### config.mk
export PLATFORM = sky130hd
export DESIGN_NAME = serial_sub
export DESIGN_NICKNAME = d
export VERILOG_FILES = /design/src/rtl/serial_sub.sv
export SDC_FILE = /design/constraint.sdc
export NUM_CORES = 1
export LEC_CHECK = 0
export ABC_AREA = 1
export ABC_CLOCK_PERIOD_IN_PS = 1600
export CAP_MARGIN = 30
export CORE_MARGIN = 10
export CORE_UTILIZATION = 49
export DETAILED_ROUTE_END_ITERATION = 8
export GPL_TIMING_DRIVEN = 1
export PLACE_DENSITY = 0.75
export SLEW_MARGIN = 20
export SYNTH_ARGS = -nofsm -noshare
export SYNTH_HDL_FRONTEND = slang
export SYNTH_SLANG_ARGS = --single-unit
### constraint.sdc
create_clock -name clk -period 1.6 [get_ports clk]
set_input_delay 0.16 -clock clk [delete_from_list [all_inputs] [get_ports clk]]
set_output_delay 0.16 -clock clk [all_outputs]
set_load 0.01 [all_outputs]
### src/rtl/serial_sub.sv
// Bit-serial subtractor: diff = a - b - bin, one bit per clock, LSB first.
// Latency: WIDTH+1 cycles from accepted start to the done pulse; start is ignored while busy.
module serial_sub #(
    parameter int WIDTH = 3
) (
    input  logic             clk,
    input  logic             rst_n,
    input  logic             start,
    input  logic [WIDTH-1:0] a,
    input  logic [WIDTH-1:0] b,
    input  logic             bin,
    output logic             busy,
    output logic             done,
    output logic [WIDTH-1:0] diff,
    output logic             bout
);
    localparam int CW = $clog2(WIDTH + 1);

    typedef enum logic [1:0] {IDLE, RUN, DONE} state_t;

    state_t           state;
    logic [WIDTH-1:0] sa;
    logic [WIDTH-1:0] sb;
    logic [WIDTH-1:0] res;
    logic             br;
    logic [CW-1:0]    cnt;

    logic             ai;
    logic             bi;
    logic             d;
    logic             br_nxt;
    logic [WIDTH-1:0] res_nxt;

    assign ai      = sa[0];
    assign bi      = sb[0];
    assign d       = ai ^ bi ^ br;
    assign br_nxt  = (~ai & bi) | (~(ai ^ bi) & br);
    // new bit enters at the MSB so that after WIDTH shifts bit 0 sits at res[0]
    assign res_nxt = (res >> 1) | (WIDTH'(d) << (WIDTH - 1));

    always_ff @(posedge clk or negedge rst_n) begin
        if (!rst_n) begin
            state <= IDLE;
            sa    <= '0;
            sb    <= '0;
            res   <= '0;
            br    <= 1'b0;
            cnt   <= '0;
            busy  <= 1'b0;
            done  <= 1'b0;
            diff  <= '0;
            bout  <= 1'b0;
        end else begin
            case (state)
                IDLE, DONE: begin
                    done <= 1'b0;
                    if (start) begin
                        state <= RUN;
                        busy  <= 1'b1;
                        sa    <= a;
                        sb    <= b;
                        br    <= bin;
                        cnt   <= '0;
                    end else begin
                        state <= IDLE;
                    end
                end
                RUN: begin
                    sa  <= sa >> 1;
                    sb  <= sb >> 1;
                    br  <= br_nxt;
                    res <= res_nxt;
                    cnt <= cnt + 1'b1;
                    // results are published only here so they stay stable during RUN
                    if (cnt == CW'(WIDTH - 1)) begin
                        state <= DONE;
                        busy  <= 1'b0;
                        done  <= 1'b1;
                        diff  <= res_nxt;
                        bout  <= br_nxt;
                    end
                end
                default: state <= IDLE;
            endcase
        end
    end
endmodule

==> run metrics <==
cts bufs inserted=3; Worst VDD drop=1.17 mV; Synth Register Bits=19; family with the most delay on the worst path=buffers and inverters; clk_skew=0.0102 ns; Die Y=62.2 um; Sequential Power Share=41.7%; CTS tree=done; Setup Viol. Count Final=0; Clock Sinks=19; max-slew violations=0; Tcrit/Tclk final=85.3%; clock share of power=11.6%; initial antenna violation count=0; CP Data Required Time=1.44 ns; Slew @ Worst Pin=0.287 ns; Sequential Area=475 sq um; Startpoint Class=flop; final core utilization=62.3%; Pwr per Cell Area=1900 nW/um^2; placed cell count=140; share of post-route cells with drive strength above 1=10.9%; Synth Instances=101; TNS Setup=0 ns; sw frac=41.2%; area added between synthesis and finish=22.3%; commonest non-fill, non-tap cell in the layout=nand2_1; CTS root buf=clkbuf_4; most frequent cells in the layout=nand2_1 (33), dfrtp_1 (19), inv_1 (17); drt initial violations=19; Post-synth EDFFs=0; vias in the first global route=634; status=completed; crit path cell chain=clkdlybuf4s50_1; area occupied by multi-input gates=298 sq um; # hold bufs at CTS=0; Post-CTS Setup Repair Bufs=0; IO Pins=16; total track usage=8.59%; async set or reset register ratio after synthesis=100%; final WL=1.62 mm; Routed wire per std cell=11.3 um; H-tree levels=1; critical path class=flop to output pin; delay of the slowest critical-path stage=0.54 ns; later-pin clock latency in the skew report=0.30 ns; diode count=0; vias per cell=4.67; post-synthesis sequential area ratio=54.6%; core region area=1710 sq um; WP data arrival=1.20 ns; Final HPWL DP=1.28 mm; Min Clock Period, post-route=1.36 ns; Fillers=161; Syn Area/Cell=8.62 sq um; Worst path slowest cell=clkdlybuf4s50_1; RSZ-0062 raised after global routing=no; # rows=15; final hold violations=0; crit path capture type=output pin; final hold slack=0.181 ns; syn_nets=113; Design Area, Final=1060 sq um; Max Fclk=733 MHz; Max Cap Violations=0; warnings from Yosys=0; largest net degree at the start of global routing=20; worst path buffer plus inverter count=1; Psw=0.834 mW; nets@finish=132; Starting Density=51.0%; Cell Area, Synth=871 sq um; first-pass GRT wire length=2.78 mm; clock buffer depth=2; Min-Delay Path Class=primary input to asynchronous set/reset pin; I/O Buffers=15; routability cong.=0.858; DRT Pass-1 Iters=4; Leak=0.574 nW; Remaining DRCs=0; DP Area=1040 sq um; Synth cell types=15; vias post-DR=672; final non-filler cell total=144; Die Area=3860 sq um; Routed Antenna Nets=0; combinational power share=46.6%; Die Width=62.2 um; Slew HR=80.8%; Int Pwr=1.19 mW; ys flop type=dfrtp_1; final global-route overflow total=0; Clock transition at path regs=0.11 ns; worst-path fanout max=2; post-cts sizing count=0
[per-layer routing]
layer	track usage, %	wire length (um)	up-vias	part of all wire, %
li1	-	-	338	-
met1	10.4	736	316	45
met2	12.8	761	16	47
met3	3.94	100	2	6.2
met4	3.43	21	0	1.3
met5	0	0	-	0
[cell usage after synthesis, types with 2 or more instances]
library cell / count / area (sq um)
buf_6: 2 / 22.5
dfrtp_1: 19 / 475
inv_1: 17 / 63.8
inv_2: 3 / 11.3
nand2_1: 33 / 124
nand2_2: 3 / 18.8
nand3_1: 9 / 45.0
o21ai_0: 8 / 40.0
[state kept, by name (all words and copies together) (netlist names)]
register	flops
bout	1
br	1
busy	1
cnt	2
diff	3
done	1
res	2
sa	3
sb	3
state	2
[power groups by stage]
stage,Clock [mW],Sequential [mW],Combinational (mW)
final,0.236,0.846,0.945
after global routing,0.264,0.882,1.10
after CTS,0.245,0.851,0.957
after detailed placement,0,0.859,0.954
after global placement,0,0.852,0.930
after floorplan,0,0.843,0.699
[worst paths after layout]
path / to / depth (start not counted) / startpoint / slack, ns
setup / recovery: busy / 1 / busy$_DFFE_PN0P_ / 0.24
hold / removal: done$_DFFE_PN0P_ / 2 / rst_n / 0.18
setup reg to reg: res[2]$_DFFE_PN0N_ / 3 / sa[0]$_DFFE_PN0P_ / 0.35
hold reg to reg: diff[0]$_DFFE_PN0P_ / 2 / res[1]$_DFFE_PN0N_ / 0.48
max in group asynchronous: sb[1]$_DFFE_PN0P_ / 2 / rst_n / 1.22
min in group clk: sa[2]$_DFFE_PN0P_ / 3 / a[2] / 0.44
[cell families (layout without fill, tap and decap cells)]
| family | Yosys count | after routing | synth area share, % |
|---|---|---|---|
| AO/OA/AOI/OAI | 9 | 9 | 5.17 |
| adder cells (fa/ha/maj) | 2 | 2 | 3.74 |
| buffers and inverters | 22 | 40 | 11.2 |
| flip-flops | 19 | 19 | 54.6 |
| AND/OR/NAND/NOR | 49 | 49 | 25.3 |
[layout make-up]
cell class	instances	share of cell area [%]
Clock buffer	3	2.12
Clock inverter	1	0.470
Inverter	20	7.05
Multi-Input combinational cell	60	28.0
Sequential cell	19	44.7
Tap cell	25	2.94
Timing Repair Buffer	16	14.8
[metrics by stage]
stage | worst slack [ns] | power (mW)
after floorplan | 0.448 | 1.54
after global placement | 0.396 | 1.78
after global routing | 0.172 | 2.24
after detailed placement | 0.370 | 1.81
final | 0.236 | 2.03
after CTS | 0.211 | 2.05
Power figures use the tool's default switching activity.
